===== config.mk =====
export PLATFORM = sky130hd
export DESIGN_NAME = muldiv_ctrl
export DESIGN_NICKNAME = d
export VERILOG_FILES = /design/src/rtl/muldiv_ctrl.sv
export SDC_FILE = /design/constraint.sdc
export NUM_CORES = 1
export LEC_CHECK = 0
export BUFFER_PORTS_ARGS = -buffer_cell sky130_fd_sc_hd__buf_2
export CORE_MARGIN = 5
export CORE_UTILIZATION = 55
export CTS_CLUSTER_SIZE = 28
export DETAILED_ROUTE_END_ITERATION = 10
export GPL_TIMING_DRIVEN = 1
export PLACE_DENSITY = 0.79
export SETUP_SLACK_MARGIN = 0.3
export SYNTH_ARGS = -nofsm -noshare
export SYNTH_HDL_FRONTEND = slang
export SYNTH_SLANG_ARGS = --single-unit
export TNS_END_PERCENT = 1

===== constraint.sdc =====
create_clock -name clk -period 4.5 [get_ports clk]
set_input_delay 0.225 -clock clk [delete_from_list [all_inputs] [get_ports clk]]
set_output_delay 0.225 -clock clk [all_outputs]
set_load 0.01 [all_outputs]

===== src/rtl/muldiv_ctrl.sv =====
// muldiv_ctrl: iterative multiply/divide sequencer with architectural HI/LO.
// Sits beside the EX-stage ALU. It runs MULT/MULTU/DIV/DIVU over 32 iterations,
// stalls the front of the pipeline while busy, and then commits the result to HI/LO.
// It also services MTHI/MTLO and drives hiOut/loOut for MFHI/MFLO.
//
// Optional feature: `MULDIV_FAST_MUL_EN selects a single-cycle combinational
// multiplier for MULT/MULTU. Divides always use the iterative path.
//
// Ports:
//   clk, rst        clock, synchronous active-high reset
//   startE          EX instruction is a mul/div op
//   mdOpE[1:0]      00 MULT, 01 MULTU, 10 DIV, 11 DIVU
//   srcAE, srcBE    rs / rt operands
//   cancelE         abort an in-flight operation
//   mthiE, mtloE    write wdataE to HI / LO
//   wdataE          MTHI/MTLO data
//   stallMD         (combinational) freeze PC, IF/ID, ID/EX
//   mdDoneE         one-cycle pulse in the cycle after HI/LO commit
//   hiOut, loOut    HI / LO registers
module muldiv_ctrl (
  input  logic        clk,
  input  logic        rst,
  input  logic        startE,
  input  logic [1:0]  mdOpE,
  input  logic [31:0] srcAE,
  input  logic [31:0] srcBE,
  input  logic        cancelE,
  input  logic        mthiE,
  input  logic        mtloE,
  input  logic [31:0] wdataE,
  output logic        stallMD,
  output logic        mdDoneE,
  output logic [31:0] hiOut,
  output logic [31:0] loOut
);

  localparam int unsigned WORD_WIDTH = 32;
  localparam int unsigned DWORD_WIDTH = 2 * WORD_WIDTH;
  localparam int unsigned CNT_WIDTH = 5;

  typedef enum logic [1:0] {IDLE, CALC, DONE} stateT;

  stateT                   state, stateNext;
  logic [CNT_WIDTH-1:0]    cnt;
  logic [DWORD_WIDTH-1:0]  work;
  logic [WORD_WIDTH-1:0]   opB;
  logic                    isDiv, signA, signB;

  logic loadOps, stepEn, commit, fastCommit, mthiWe, mtloWe;
  logic fastMulSel;

  // Operand magnitudes; unsigned ops keep the raw value
  logic                  signedOp;
  logic [WORD_WIDTH-1:0] magA, magB;
  assign signedOp = ~mdOpE[0];
  assign magA = (signedOp && srcAE[WORD_WIDTH-1]) ? -srcAE : srcAE;
  assign magB = (signedOp && srcBE[WORD_WIDTH-1]) ? -srcBE : srcBE;

  // Optional single-cycle multiplier
  logic [DWORD_WIDTH-1:0] fastProd;
`ifdef MULDIV_FAST_MUL_EN
  assign fastMulSel = 1'b1;
  always_comb begin
    if (mdOpE[0])
      fastProd = DWORD_WIDTH'({32'b0, srcAE} * {32'b0, srcBE});
    else
      fastProd = DWORD_WIDTH'($signed({{32{srcAE[31]}}, srcAE}) *
                              $signed({{32{srcBE[31]}}, srcBE}));
  end
`else
  assign fastMulSel = 1'b0;
  assign fastProd   = '0;
`endif

  // One iteration of shift-add multiply or restoring divide.
  // The multiply keeps {partial product, remaining multiplier}; the divide keeps {remainder, quotient}.
  logic [WORD_WIDTH:0]    mulSum;
  logic [WORD_WIDTH:0]    divPartial;
  logic [WORD_WIDTH+1:0]  divDiff;
  logic [DWORD_WIDTH-1:0] workStep;
  always_comb begin
    mulSum     = {1'b0, work[63:32]} + (work[0] ? {1'b0, opB} : 33'd0);
    divPartial = {work[63:32], work[31]};
    divDiff    = {1'b0, divPartial} - {2'b0, opB};
    if (isDiv) begin
      if (!divDiff[WORD_WIDTH+1])
        workStep = {divDiff[31:0], work[30:0], 1'b1};
      else
        workStep = {divPartial[31:0], work[30:0], 1'b0};
    end else begin
      workStep = {mulSum, work[31:1]};
    end
  end

  // Sign fix-up of the final iteration result
  logic [DWORD_WIDTH-1:0] prodSigned;
  logic [WORD_WIDTH-1:0]  resHi, resLo;
  always_comb begin
    prodSigned = (signA ^ signB) ? -workStep : workStep;
    resHi      = prodSigned[63:32];
    resLo      = prodSigned[31:0];
    if (isDiv) begin
      resLo = (signA ^ signB) ? -workStep[31:0] : workStep[31:0];
      // Zero divisor: the remainder path already reproduces srcAE
      if (opB == '0) resLo = '1;
      resHi = signA ? -workStep[63:32] : workStep[63:32];
    end
  end

  // State register
  always_ff @(posedge clk) begin
    if (rst) state <= IDLE;
    else     state <= stateNext;
  end

  // Next-state and control decode
  always_comb begin
    stateNext  = state;
    stallMD    = 1'b0;
    loadOps    = 1'b0;
    stepEn     = 1'b0;
    commit     = 1'b0;
    fastCommit = 1'b0;
    mthiWe     = 1'b0;
    mtloWe     = 1'b0;
    case (state)
      IDLE: begin
        if (startE) begin
          stallMD = 1'b1;
          if (fastMulSel && !mdOpE[1]) begin
            fastCommit = 1'b1;
            stateNext  = DONE;
          end else begin
            loadOps   = 1'b1;
            stateNext = CALC;
          end
        end else begin
          mthiWe = mthiE;
          mtloWe = mtloE;
        end
      end
      CALC: begin
        stallMD = 1'b1;
        if (cancelE) begin
          stateNext = IDLE;
        end else begin
          stepEn = 1'b1;
          if (cnt == CNT_WIDTH'(31)) begin
            commit    = 1'b1;
            stateNext = DONE;
          end
        end
      end
      DONE:    stateNext = IDLE;
      default: stateNext = IDLE;
    endcase
  end

  // Datapath, HI/LO and done pulse
  always_ff @(posedge clk) begin
    if (rst) begin
      cnt     <= '0;
      work    <= '0;
      opB     <= '0;
      isDiv   <= 1'b0;
      signA   <= 1'b0;
      signB   <= 1'b0;
      hiOut   <= '0;
      loOut   <= '0;
      mdDoneE <= 1'b0;
    end else begin
      mdDoneE <= commit | fastCommit;
      if (loadOps) begin
        cnt   <= '0;
        work  <= {32'b0, magA};
        opB   <= magB;
        isDiv <= mdOpE[1];
        signA <= signedOp & srcAE[WORD_WIDTH-1];
        signB <= signedOp & srcBE[WORD_WIDTH-1];
      end else if (stepEn) begin
        work <= workStep;
        cnt  <= cnt + CNT_WIDTH'(1);
      end
      if (commit) begin
        hiOut <= resHi;
        loOut <= resLo;
      end else if (fastCommit) begin
        hiOut <= fastProd[63:32];
        loOut <= fastProd[31:0];
      end else begin
        if (mthiWe) hiOut <= wdataE;
        if (mtloWe) loOut <= wdataE;
      end
    end
  end

endmodule


==> results.toml <==
[floorplan]
core-area_um2 = 27000
initial_core_util_pct = 55.8
die_w_um = 175
die_height_um = 175
die_area_um2 = 30800
std_cell_rows = 60
num_io_pins = 170

[drt]
route.final.wire_length_mm = 59.7
viasPerCell = 6.60
wl_met2_mm = 26.1
vias = 17200
number_of_design_rule_violations_left_after_detail_routing = 0
firstDrtPassIters = 9
detail_route.iter0.violations = 2152
detail_route.wirelength.met1_mm = 25.1
route.detailed.wl_per_inst_um = 22.9
ant_nets = 0
top_layer_used = "met4"
met3WireLength_mm = 5.90

[setup_path]
timing_worst_setup_path_type = "reg -> reg"
timing.critical_path.arrival_ps = 4550
critical-path-top-delay-family = "compound AO/OA/AOI/OAI gates"
worst_setup_path_start_kind = "flop"
path_max_fanout = 3
timing.critical_path.mode_cell = "sky130_fd_sc_hd__buf_4"
timing.critical_path.cells = "inv_1, ha_1, fa_1, nand2b_4, a211oi_4, buf_4, o21ai_0, nor2b_1, xor2_2, o2111a_1, a221oi_1, nor4b_2, buf_4, nand2_1, o31ai_2, xnor2_1, nor2_1, a211oi_1"
crit_path_buf_inv_count = 3
worst_path_largest_cell_delay_ps = 410
slowest_stage = "sky130_fd_sc_hd__fa_1"
timing.critical_path.required_ps = 4850
critPathCaptureType = "flop"

[power]
total_switching_power_uw = 1860
p_int_uw = 3130
power_density_nw_per_um2 = 269
power_switching_share_pct = 37.3
reg_power_share_pct = 34.0
finalPower_uw = 4990
combinational_group_share_of_total_power_pct = 37.0
ir_drop_v = 0.000255
p_clk_share_pct = 29.0
cellLeakagePower_uw = 0.00759

[logic_synthesis]
synthDominantCellAreaShare_pct = 22.8
synth_top_cells_by_area = "sky130_fd_sc_hd__dfxtp_1 23%, sky130_fd_sc_hd__nor2_1 5.9%, sky130_fd_sc_hd__ha_1 5.8%"
summed_instance_area_of_the_synthesized_netlist_um2 = 15000
synth_ff_type = "sky130_fd_sc_hd__dfxtp_1"
post_synth_inst_count = 1981
synth_edf_count = 0
yosysWarnings = 0
synthesis.nets = 2157
ys_async_sr_fraction_pct = 0
synth_area_per_cell_um2 = 7.59
ys_seq_elements = 171
seq_area_frac_synth_pct = 22.8
synth.largest_area_cell = "sky130_fd_sc_hd__dfxtp_1"
netlist-cell-type-count = 98

[clock_tree]
cts-root-buf = "sky130_fd_sc_hd__clkbuf_16"
cts.path.max_buffers = 2
tritoncts.num_buffers = 17
hold_buffer_count_at_cts = 0
clock-sinks = 171
tritoncts = "built"
path_clk_slew_ps = 60
maximum_level_of_the_cts_h_tree = 4
worst_skew_pair.late_latency_ps = 450

[cells_and_area]
post_route_cells_drive_above_1_share_pct = 24.9
area_growth_syn_to_layout_pct = 23.6
layout.cells.most_common = "sky130_fd_sc_hd__nor2_1"
seq_area_um2 = 3450
commonest_non_fill_non_tap_cells_in_the_layout = "229 x sky130_fd_sc_hd__nor2_1, 196 x sky130_fd_sc_hd__buf_4, 168 x sky130_fd_sc_hd__buf_2"
multi_input_comb_area_um2 = 11500
antenna_cells = 0
fillers = 2255
num-nets-final = 2428

[global_routing]
number_of_global_route_vias_before_repair = 15800
grt_start_max_net_pins = 95
groute.usage.overall_pct = 37.0
global_route_wire_length_before_repair_mm = 90.7
grt_overflow_total = 0
grt_antenna_before_repair = 0

[timing]
grt_setup_unrepaired = "yes"
fin_tns_setup_ps = 0
final_min_period_over_clock_period_pct = 93.4
max_slew.worst_pin.slew_ps = 1270
timing.final.max_slew_violations = 0
slew_headroom_pct = 15.1
final-setup-viol-count = 0
fin_skew_ps = 12.6
final_min_period_ps = 4200
timing.fmax_ghz = 0.238
hold_viol_final = 0

[placement]
routabilityCongestion = 1.05
io_buffers = 169
post-dp-hpwl_mm = 46.5

[outcome]
status = "finished, final reports clean"

[flow_run]
drv_cap = 0

[min_path]
hold_path_class = "in -> reg"
==> state kept, by name (all words and copies together) (netlist names) <==
register and count:
opB 32, hiOut 32, mdDoneE 1, isDiv 1
loOut 32, signB 1, cnt 5, work 64
state 2, signA 1
==> worst paths after layout <==
kind                  from        end  slack [ps]  cells past startpoint
setup / recovery  work[31]  hiOut[17]         300                     18
hold / removal    mdOpE[1]      isDiv          20                      3
setup reg to reg  work[31]  hiOut[17]         300                     18
hold reg to reg     cnt[1]     cnt[1]         490                      2
==> per-layer routing <==
layer | up-vias | global-route usage [%]
met3 | 194 | 7.79
met1 | 8159 | 51.2
met2 | 973 | 57.2
met5 | - | 0
li1 | 7867 | -
met4 | 0 | 12.7
==> worst reg2reg max path, stage by stage (launching register included) <==
cell and delay, ps:
sky130_fd_sc_hd__dfxtp_1 350, sky130_fd_sc_hd__inv_1 70, sky130_fd_sc_hd__ha_1 270, sky130_fd_sc_hd__fa_1 410
sky130_fd_sc_hd__nand2b_4 170, sky130_fd_sc_hd__a211oi_4 320, sky130_fd_sc_hd__buf_4 180, sky130_fd_sc_hd__o21ai_0 90
sky130_fd_sc_hd__nor2b_1 170, sky130_fd_sc_hd__xor2_2 280, sky130_fd_sc_hd__o2111a_1 280, sky130_fd_sc_hd__a221oi_1 90
sky130_fd_sc_hd__nor4b_2 380, sky130_fd_sc_hd__buf_4 200, sky130_fd_sc_hd__nand2_1 100, sky130_fd_sc_hd__o31ai_2 250
sky130_fd_sc_hd__xnor2_1 180, sky130_fd_sc_hd__nor2_1 80, sky130_fd_sc_hd__a211oi_1 240
==> stage by stage <==
step	hold WS (ps)	instance area (um^2)	utilization, %	setup WS, ps	instances
CTS	12.3	18000	66.9	263	2584
floorplan	361	15100	-	307	1981
finish	23.6	18600	69.0	296	2604
global route	27.4	18600	69.0	175	2604
detailed placement	476	17200	63.9	61.5	2543
global placement	446	17200	63.9	101	2543
==> Yosys cell counts (all sizes together), types with 14 or more instances <==
master	count
nor2	237
nand2	173
dfxtp	171
a21oi	157
o21ai	97
a211oi	96
clkbuf	90
xnor2	83
xor2	83
mux2i	80
ha	70
a221oi	64
inv	59
and2	48
nor3	39
buf	31
nor4	30
nand4	28
nor2b	25
nand3	24
o31ai	23
or3	21
a21o	20
a31oi	19
nand2b	19
a311oi	14
and3	14
==> repair_timing <==
action / CTS / global route
buffers inserted: 11 / 20
gates resized for setup: 37 / 96
setup endpoints to repair: 22 / 29
endpoints found under the hold margin: 0 / 0
cloned: 0 / 0
pin swaps: 15 / 32
==> power groups by stage <==
stage	Combinational (uW)	Sequential [uW]	Clock, uW
floorplan	1020	1700	0
global placement	1660	1720	0
detailed placement	1680	1720	0
CTS	1740	1690	1440
global route	1970	1700	1510
finish	1850	1700	1450
==> cells by family (layout without fill, tap and decap cells) <==
family	after synthesis	in the layout	share of synthesized area, %
DFF	171	171	22.8
AOI/OAI and AO/OA	601	601	27.9
muxes	90	90	6.07
buffers and inverters	181	463	4.87
adders and majority gates	72	72	6.09
xor gates and xnor gates	166	166	9.66
and+or+nand+nor	700	700	22.7
==> final cells by class <==
type                       instances  share of cell area, %
multi-input combinational       1629                   61.8
sequential                       171                   18.5
timing repair buffer             373                   13.2
clock buffer                      20                   2.46
tap                              341                   2.29
inverter                          60                   1.21
clock inverter                    10                  0.498
No activity file was read; power rests on OpenSTA's default activity.
